<file path="config.mk">
export PLATFORM = sky130hd
export DESIGN_NAME = huff_code_sched
export DESIGN_NICKNAME = d
export VERILOG_FILES = /design/src/rtl/huff_code_sched.sv
export SDC_FILE = /design/constraint.sdc
export NUM_CORES = 1
export LEC_CHECK = 0
export CAP_MARGIN = 5
export CELL_PAD_IN_SITES_DETAIL_PLACEMENT = 2
export CELL_PAD_IN_SITES_GLOBAL_PLACEMENT = 2
export CORE_ASPECT_RATIO = 0.5
export CORE_MARGIN = 2
export CORE_UTILIZATION = 30
export DETAILED_ROUTE_END_ITERATION = 16
export PLACE_DENSITY = 0.75
export SYNTH_ARGS = -nofsm -noshare
export SYNTH_HDL_FRONTEND = slang
export SYNTH_SLANG_ARGS = --single-unit
</file>
<file path="constraint.sdc">
create_clock -name clk -period 7.4 [get_ports clk]
set_input_delay 1.85 -clock clk [delete_from_list [all_inputs] [get_ports clk]]
set_output_delay 1.85 -clock clk [all_outputs]
set_load 0.05 [all_outputs]
</file>
<file path="src/rtl/huff_code_sched.sv">
// Sequencer for the Huffman code-generation pipeline: sort -> length -> canonical codes -> alphabet sort -> serialize.
// Canonical codewords are produced here, one symbol per cycle; each waiting stage is guarded by a watchdog.
module huff_code_sched #(
    parameter int TOTAL_SYMBOLS = 10,
    parameter int ADDR_WIDTH    = 4,
    parameter int MAXHIGHT      = 10,
    parameter int TIMEOUT       = 1023,
    parameter int WD_WIDTH      = 16
) (
    input  logic                  clk,
    input  logic                  rst,
    input  logic                  start,
    input  logic                  abort,
    output logic                  sort_start,
    input  logic                  sort_done,
    output logic                  len_start,
    input  logic                  len_done,
    output logic [ADDR_WIDTH-1:0] len_idx,
    input  logic [MAXHIGHT-1:0]   len_in,
    output logic                  code_we,
    output logic [ADDR_WIDTH-1:0] code_idx,
    output logic [MAXHIGHT-1:0]   code_out,
    output logic                  alpha_start,
    input  logic                  alpha_done,
    output logic                  ser_start,
    input  logic                  ser_done,
    output logic                  busy,
    output logic                  done,
    output logic                  err,
    output logic [2:0]            err_code,
    output logic [2:0]            err_stage
);

    typedef enum logic [2:0] {
        S_IDLE  = 3'd0,
        S_SORT  = 3'd1,
        S_LEN   = 3'd2,
        S_CODE  = 3'd3,
        S_ALPHA = 3'd4,
        S_SER   = 3'd5,
        S_DONE  = 3'd6,
        S_ERR   = 3'd7
    } state_t;

    localparam int CW = MAXHIGHT + 1;
    localparam logic [MAXHIGHT-1:0]   MAX_LEN  = MAXHIGHT'(MAXHIGHT);
    localparam logic [ADDR_WIDTH-1:0] LAST_IDX = ADDR_WIDTH'(TOTAL_SYMBOLS - 1);
    localparam logic [WD_WIDTH-1:0]   WD_LIMIT = WD_WIDTH'(TIMEOUT - 1);

    state_t                state, state_nxt;
    logic                  entry;
    logic [WD_WIDTH-1:0]   wd;
    logic [MAXHIGHT-1:0]   prev_len;
    logic [MAXHIGHT-1:0]   code_prev;

    logic [CW-1:0]         code_calc;
    logic                  len_bad, order_bad, ovf;
    logic [2:0]            code_fcode;
    logic [2:0]            fault_code;
    logic                  fault;
    logic                  counting;
    logic                  stage_done;
    logic                  start_ok;

    // Canonical codeword for the current symbol, computed one bit wider to expose overflow.
    always_comb begin
        code_calc = '0;
        len_bad   = (len_in == '0) || (len_in > MAX_LEN);
        order_bad = (len_idx != '0) && (len_in < prev_len);
        if (len_idx != '0) begin
            code_calc = ({1'b0, code_prev} + CW'(1)) << (len_in - prev_len);
        end
        ovf = code_calc[MAXHIGHT] || ((code_calc >> len_in) != '0);
        code_fcode = 3'd0;
        if (len_bad) begin
            code_fcode = 3'd2;
        end else if (order_bad) begin
            code_fcode = 3'd3;
        end else if (ovf) begin
            code_fcode = 3'd4;
        end
    end

    always_comb begin
        counting   = (state == S_SORT) || (state == S_LEN) ||
                     (state == S_ALPHA) || (state == S_SER);
        stage_done = 1'b0;
        case (state)
            S_SORT:  stage_done = sort_done;
            S_LEN:   stage_done = len_done;
            S_ALPHA: stage_done = alpha_done;
            S_SER:   stage_done = ser_done;
            default: stage_done = 1'b0;
        endcase
        // A done level left over from the previous run must not be taken on entry.
        stage_done = stage_done && !entry;
    end

    always_comb begin
        state_nxt  = state;
        fault      = 1'b0;
        fault_code = 3'd0;
        start_ok   = 1'b0;
        case (state)
            S_IDLE, S_DONE, S_ERR: begin
                if (start) begin
                    start_ok  = 1'b1;
                    state_nxt = S_SORT;
                end
            end
            S_SORT, S_LEN, S_ALPHA, S_SER: begin
                if (wd == WD_LIMIT) begin
                    fault      = 1'b1;
                    fault_code = 3'd1;
                    state_nxt  = S_ERR;
                end else if (stage_done) begin
                    case (state)
                        S_SORT:  state_nxt = S_LEN;
                        S_LEN:   state_nxt = S_CODE;
                        S_ALPHA: state_nxt = S_SER;
                        default: state_nxt = S_DONE;
                    endcase
                end
            end
            S_CODE: begin
                if (code_fcode != 3'd0) begin
                    fault      = 1'b1;
                    fault_code = code_fcode;
                    state_nxt  = S_ERR;
                end else if (len_idx == LAST_IDX) begin
                    state_nxt = S_ALPHA;
                end
            end
            default: state_nxt = S_IDLE;
        endcase
        if (abort) begin
            state_nxt  = S_IDLE;
            fault      = 1'b0;
            fault_code = 3'd0;
            start_ok   = 1'b0;
        end
    end

    always_comb begin
        code_we  = (state == S_CODE) && !abort && (code_fcode == 3'd0);
        code_idx = len_idx;
        code_out = code_we ? code_calc[MAXHIGHT-1:0] : '0;
        busy     = !((state == S_IDLE) || (state == S_DONE) || (state == S_ERR));
    end

    always_ff @(posedge clk or posedge rst) begin
        if (rst) begin
            state       <= S_IDLE;
            entry       <= 1'b0;
            wd          <= '0;
            len_idx     <= '0;
            prev_len    <= '0;
            code_prev   <= '0;
            sort_start  <= 1'b0;
            len_start   <= 1'b0;
            alpha_start <= 1'b0;
            ser_start   <= 1'b0;
            done        <= 1'b0;
            err         <= 1'b0;
            err_code    <= 3'd0;
            err_stage   <= 3'd0;
        end else begin
            state       <= state_nxt;
            entry       <= (state_nxt != state);
            sort_start  <= (state_nxt == S_SORT)  && (state != S_SORT);
            len_start   <= (state_nxt == S_LEN)   && (state != S_LEN);
            alpha_start <= (state_nxt == S_ALPHA) && (state != S_ALPHA);
            ser_start   <= (state_nxt == S_SER)   && (state != S_SER);

            if (state_nxt != state || !counting) begin
                wd <= '0;
            end else begin
                wd <= wd + WD_WIDTH'(1);
            end

            if (state == S_CODE && state_nxt == S_CODE) begin
                len_idx <= len_idx + ADDR_WIDTH'(1);
            end else begin
                len_idx <= '0;
            end

            if (code_we) begin
                prev_len  <= len_in;
                code_prev <= code_calc[MAXHIGHT-1:0];
            end

            if (abort || start_ok) begin
                done      <= 1'b0;
                err       <= 1'b0;
                err_code  <= 3'd0;
                err_stage <= 3'd0;
            end else begin
                if (state == S_SER && state_nxt == S_DONE) begin
                    done <= 1'b1;
                end
                if (fault) begin
                    err       <= 1'b1;
                    err_code  <= fault_code;
                    err_stage <= state;
                end
            end
        end
    end

endmodule

</file>
# ---- Word-level counts from Yosys, hierarchy flattened
# Cells that the tools add are included.
dict set report op_classes {
  n_addsub 4
  magnitude_cmp 2
  n_eq_ne 20
  shift 2
  mux 35
  reduce_logical 33
}
# cell n
set op_table {}
lappend op_table {{2-to-1 mux 3 bit} 15}
lappend op_table {{equality test 3 bit, second input constant} 7}
lappend op_table {{case mux 3 bit (3 select lines)} 2}
lappend op_table {{adder 16 x 1 -> 16 bit, second input constant} 1}
lappend op_table {{equality test 16 x 10 -> 1 bit, second input constant} 1}
lappend op_table {{2-to-1 mux 16 bit} 1}
lappend op_table {{equality test 3 x 2 -> 1 bit, second input constant} 4}
lappend op_table {{adder 10 x 1 -> 11 bit, second input constant} 1}
lappend op_table {{2-to-1 mux 1 bit} 11}
lappend op_table {{2-to-1 mux 11 bit} 1}
lappend op_table {{nonzero test 11 bit} 1}
lappend op_table {{left shift 11 x 10 -> 11 bit} 1}
lappend op_table {{>> shifter 11 x 10 -> 11 bit} 1}
lappend op_table {{greater-than comparator 10 x 4 -> 1 bit, second input constant} 1}
lappend op_table {{logical AND 1 bit} 10}
lappend op_table {{zero test 10 bit} 1}
lappend op_table {{less-than comparator 10 bit} 1}
lappend op_table {{2-to-1 mux 10 bit} 1}
lappend op_table {{subtractor 10 bit} 1}
lappend op_table {{logical OR 1 bit} 9}
lappend op_table {{equality test 3 x 1 -> 1 bit, second input constant} 2}
lappend op_table {{zero test 3 bit} 2}
lappend op_table {{inequality test 3 bit, second input constant} 2}
lappend op_table {{case mux 3 bit (2 select lines)} 1}
lappend op_table {{14 further kinds} 18}
dict set report word_totals {
  reg_bits 56
  word_cells 110
}

# ---- Depth between registers and ports, before layout
# Gate-level depths: netlist of the first run.
dict set report depth {
  word_depth 17
  mapped_depth 19
}

# ---- Least setup slack after synthesis of the first run
# Ideal clock, no wire load.
dict set report synth_timing {
  path_type {input port to output port}
  startpoint {input port len_in[0]}
  endpoint {output port code_out[0]}
  arrival_time_ps 6072
  required_time_ps 5550
  slack_ps -522
  cell_stages 17
  n_path_buf 3
  path_cell_list {clkbuf_1 inv_1 ha_1 inv_1 fa_1 buf_2 mux2i_1 nor2_1 o31a_1 a41o_1 a311o_1 a221oi_4 a31oi_4 and4bb_1 or3b_1 buf_2 nor2_1}
}
dict set report synth_between {
  elab_chain_cells 12
  elab_cells_between_ends 17
  cone_classes {add/sub: 1; order compare: 2; shift: 2; mux: 5; reduce/logical: 7}
}
# item line
set synth_lines {}
lappend synth_lines {{start, declared} 19} ;# input logic [MAXHIGHT-1:0] len_in,
lappend synth_lines {{subtractor 10 bit} 71} ;# code_calc = ({1'b0, code_prev} + CW'(1)) << (len_in - prev_len);
lappend synth_lines {{left shift 11 x 10 -> 11 bit} 71}
lappend synth_lines {{2-to-1 mux 11 bit} 70} ;# if (len_idx != '0) begin
lappend synth_lines {{>> shifter 11 x 10 -> 11 bit} 73} ;# ovf = code_calc[MAXHIGHT] || ((code_calc >> len_in) != '0);
lappend synth_lines {{nonzero test 11 bit} 73}
lappend synth_lines {{logical OR 1 bit} 73}
lappend synth_lines {{2-to-1 mux 3 bit} 79} ;# end else if (ovf) begin
lappend synth_lines {{2-to-1 mux 3 bit} 77} ;# end else if (order_bad) begin
lappend synth_lines {{2-to-1 mux 3 bit} 75} ;# if (len_bad) begin
lappend synth_lines {{zero test 3 bit} 145} ;# code_we = (state == S_CODE) && !abort && (code_fcode == 3'd0);
lappend synth_lines {{logical AND 1 bit} 145}
lappend synth_lines {{2-to-1 mux 10 bit (*)} 147} ;# code_out = code_we ? code_calc[MAXHIGHT-1:0] : '0;
lappend synth_lines {{end, declared} 22} ;# output logic [MAXHIGHT-1:0] code_out,
# Every way passes the cells marked *; elsewhere a longest branch is shown, timed or not.

# ---- Worst setup path in the final report of the first run
dict set report layout_timing {
  startpoint {input port len_in[0]}
  endpoint {output port code_out[1]}
}
# Same word-level chain as after synthesis.

==> impl_metrics.py, run 1 <==
metrics = {
    "detailed_routing": {
        "drtPass1Iterations": 4,
        "ant_nets": 0,
        "remaining_drc_errors": 0,
        "routed_wl_mm": 19.5,
        "drtIter0Drc": 197,
        "vias_per_cell": 5.89,
        "wl_per_cell_um": 22.9,
        "vias": 5001,
    },
    "logic_synthesis": {
        "ys_types": 87,
        "synth-seq-area-share_pct": 29.7,
        "avgSynthCellArea_um2": 8.50,
        "synthCells": 556,
        "synth_nets": 591,
        "async_flop_share_pct": 100,
        "synthFlopType": "dfrtp_1",
        "synth_edf_count": 0,
        "yosysWarnings": 0,
        "synth_area_mm2": 0.00473,
        "synth_seq_cells": 56,
    },
    "worst_setup_path": {
        "worstPathArrival_ns": 5.66,
        "rrSetupSlack_ns": 2.45,
        "crit_path_frequent_cell": "buf_12",
        "critPathLaunchType": "primary input",
        "worst-r2r-cell-count": 20,
        "crit_buf_inv": 6,
        "worstPathMaxFanout": 5,
        "r2r_start": "prev_len[0]",
        "cp-end-kind": "output port",
        "crit_family": "simple AND/OR/NAND/NOR gates",
        "critPathMaxStageDelay_ns": 0.56,
        "crit_start": "len_in[0]",
        "critPathRequiredTime_ns": 5.55,
        "slowest_stage": "fa_2",
        "path_cells": "buf_8 > clkinv_4 > ha_4 > inv_2 > fa_2 > buf_12 > inv_6 > and4_1 > o41a_1 > or2_1 > o21a_1 > o41ai_4 > a31oi_4 > and4bb_2 > or3b_4 > nor2_4 > buf_12",
        "rr_endpoint": "wd[6]",
        "worstSetupPathType": "in -> out",
    },
    "clocking": {
        "clk_latency_ns": 0.32,
        "clock_sinks": 56,
        "cts_buffer_depth": 2,
        "cts-root-buf": "clkbuf_16",
        "cts_hold_buf": 0,
        "tritoncts": "built",
        "clkTransAtPathRegs_ns": 0.08,
        "h-tree-depth": 2,
        "cts_buffers": 5,
    },
    "cells_and_area": {
        "final_common_cell": "buf_4",
        "final_nets": 679,
        "syn2layout_area_growth_pct": 33.0,
        "drive_gt1_share_pct": 22.8,
        "num_antenna_cells": 0,
        "final_cell_mix": "buf_4, dfrtp_1, nand2_1, nor2_1, clkdlybuf4s50_1",
    },
    "worst_hold_path": {
        "min_path_type": "reg -> reg",
        "hold_path_end": "done",
        "min_path_cells": 2,
        "hold_path.startpoint": "done",
    },
    "die": {
        "die-area_mm2": 0.0168,
        "io_pins": 50,
        "initial_core_util_pct": 30.7,
        "die_y_um": 92.8,
        "die-width_um": 181,
        "core_mm2": 0.0154,
        "rows": 32,
    },
    "grt": {
        "grt_pass1_wl_mm": 30.6,
        "grt_pass1_vias": 5489,
        "antenna_found_initial": 0,
        "grt-ovfl-total": 0,
        "grt_max_degree": 57,
        "grt_usage_pct": 22.9,
    },
    "power_and_ir_drop": {
        "comb_power_share_pct": 45.6,
        "p_leak_nw": 2.60,
        "irDropWorstVdd_uv": 113,
        "switching_share_pct": 43.3,
        "switchingPower_uw": 524,
        "clockPowerShare_pct": 24.4,
        "seqPwrFrac_pct": 30.0,
        "internal-power_uw": 686,
        "power_density_mw_per_mm2": 193,
        "power_mw": 1.21,
    },
    "timing": {
        "hold_viol": 0,
        "finalSetupTns_ns": -0.510,
        "slew_headroom_pct": 32.4,
        "rsz0062_at_grt": "yes",
        "setup_ws_ns": -0.107,
        "worst_slew_pin_slew_ns": 1.01,
        "worst_clock_skew_ns": 0.00911,
        "period_share_pct": 101,
        "setup_viol": 10,
        "report.final.slew_viol_count": 0,
        "max_freq_ghz": 0.133,
        "hold_ws_ns": 0.488,
        "post-route-min-period_ns": 7.51,
    },
    "placed_design": {
        "dp_hpwl_mm": 12.8,
        "port_buffers": 49,
        "gp_congestion": 0.847,
        "dp_slack_ns": -0.589,
    },
    "flow_run": {
        "maxCapViolCount": 0,
    },
    "status": {
        "status": "finished, violations left",
        "violations": "setup timing",
    },
}
## sequential cells by signal (all words and copies together), names as in the netlist, 3 cells and up
| register | cells |
|---|---|
| state | 3 |
| wd | 16 |
| err_stage | 3 |
| code_idx | 4 |
| prev_len | 10 |
| err_code | 3 |
| code_prev | 10 |
## logic make-up (layout without fill, tap and decap cells)
logic type / after synthesis / after routing / share of synthesized area (%)
simple gates: 224 / 224 / 26.6
flops: 56 / 56 / 29.7
compound gates: 162 / 162 / 26.7
mux: 7 / 7 / 1.88
buf+inv: 68 / 157 / 6.43
fa+ha+maj: 17 / 17 / 4.66
xor+xnor: 22 / 22 / 4.08
## cells in the mapped netlist (6+ instances only)
| cell type | count | area, um2 |
|---|---|---|
| dfrtp_1 | 56 | 1400 |
| nand2_1 | 50 | 188 |
| nor2_1 | 44 | 165 |
| inv_1 | 27 | 101 |
| nand3_1 | 20 | 100 |
| o21ai_0 | 20 | 100 |
| o2111ai_1 | 17 | 149 |
| xnor2_1 | 17 | 149 |
| ha_1 | 16 | 200 |
| a21oi_1 | 15 | 75.1 |
| buf_2 | 15 | 75.1 |
| clkbuf_1 | 15 | 56.3 |
| nor3_1 | 13 | 65.1 |
| nor4_1 | 13 | 81.3 |
| o31ai_1 | 12 | 90.1 |
| or3_1 | 11 | 68.8 |
| o41ai_1 | 10 | 87.6 |
| a21o_1 | 9 | 67.6 |
| nand4_1 | 9 | 56.3 |
| a31oi_1 | 7 | 43.8 |
| and4_1 | 7 | 61.3 |
| o2bb2ai_1 | 7 | 61.3 |
| a31o_2 | 6 | 52.6 |
| buf_4 | 6 | 45.0 |
| nand2b_1 | 6 | 37.5 |
| nand3b_1 | 6 | 45.0 |
| o21a_1 | 6 | 45.0 |
## power groups by stage
stage / clock network (mW) / logic [mW] / registers [mW]
floorplan: 0 / 0.318 / 0.385
global placement: 0 / 0.506 / 0.366
detailed placement: 0 / 0.520 / 0.368
CTS: 0.301 / 0.540 / 0.362
global route: 0.312 / 0.597 / 0.368
finish: 0.295 / 0.552 / 0.363
## worst max-delay path by stage
stage | end | slack (ns) | depth (start not counted)
global placement | code_out[3] | -0.42 | 17
CTS | code_out[1] | -0.008 | 17
detailed placement | code_out[3] | -0.59 | 17
global route | code_out[1] | -0.19 | 17
finish | code_out[1] | -0.11 | 17
floorplan | code_out[0] | -0.02 | 17
## routing by layer
layer | vias up | share of wire (%) | wire length [um] | global-route usage (%)
met1 | 2580 | 44 | 8610 | 28.5
li1 | 2291 | - | - | -
met5 | - | 0 | 0 | 0
met4 | 0 | 2.2 | 420 | 7.72
met3 | 30 | 2.8 | 549 | 2.67
met2 | 100 | 51 | 9900 | 41.3
## worst min-delay path: stages (launching register included)
cell and delay (ns):
dfrtp_1 0.35, nand2_1 0.05, o31ai_1 0.06
## through the flow
stage               cell area, um2  std cells  util (%)
global placement              5910        828      38.4
CTS                           6200        843      40.2
detailed placement            5910        828      38.4
floorplan                     4850        556         -
global route                  6280        849      40.8
finish                        6280        849      40.8
## layout make-up
class | count | area [um2]
fill | 1702 | 9130
multi-input combinational | 432 | 3180
sequential | 56 | 1400
timing repair buffer | 120 | 1160
tap | 204 | 255
clock buffer | 6 | 129
inverter | 29 | 119
clock inverter | 2 | 38.8
## timing repair
action | 4_1_cts | 5_1_grt
setup endpoints to repair | 11 | 10
resized for setup | 22 | 16
buffers inserted | 7 | 6
pin swaps | 12 | 10
(Power assumes the default switching activity.)
==> run 2: changes to the inputs <==
--- a/config.mk
+++ b/config.mk
@@ -5,12 +5,14 @@
 export SDC_FILE = /design/constraint.sdc
 export NUM_CORES = 1
 export LEC_CHECK = 0
+export ABC_AREA = 0
 export CAP_MARGIN = 5
 export CELL_PAD_IN_SITES_DETAIL_PLACEMENT = 2
 export CELL_PAD_IN_SITES_GLOBAL_PLACEMENT = 2
 export CORE_ASPECT_RATIO = 0.5
 export CORE_MARGIN = 2
 export CORE_UTILIZATION = 30
+export CTS_CLUSTER_DIAMETER = 40
 export DETAILED_ROUTE_END_ITERATION = 16
 export PLACE_DENSITY = 0.75
 export SYNTH_ARGS = -nofsm -noshare
==> results of run 2 <==
The final DEF is identical to that of run 1; final timing and power are the same.
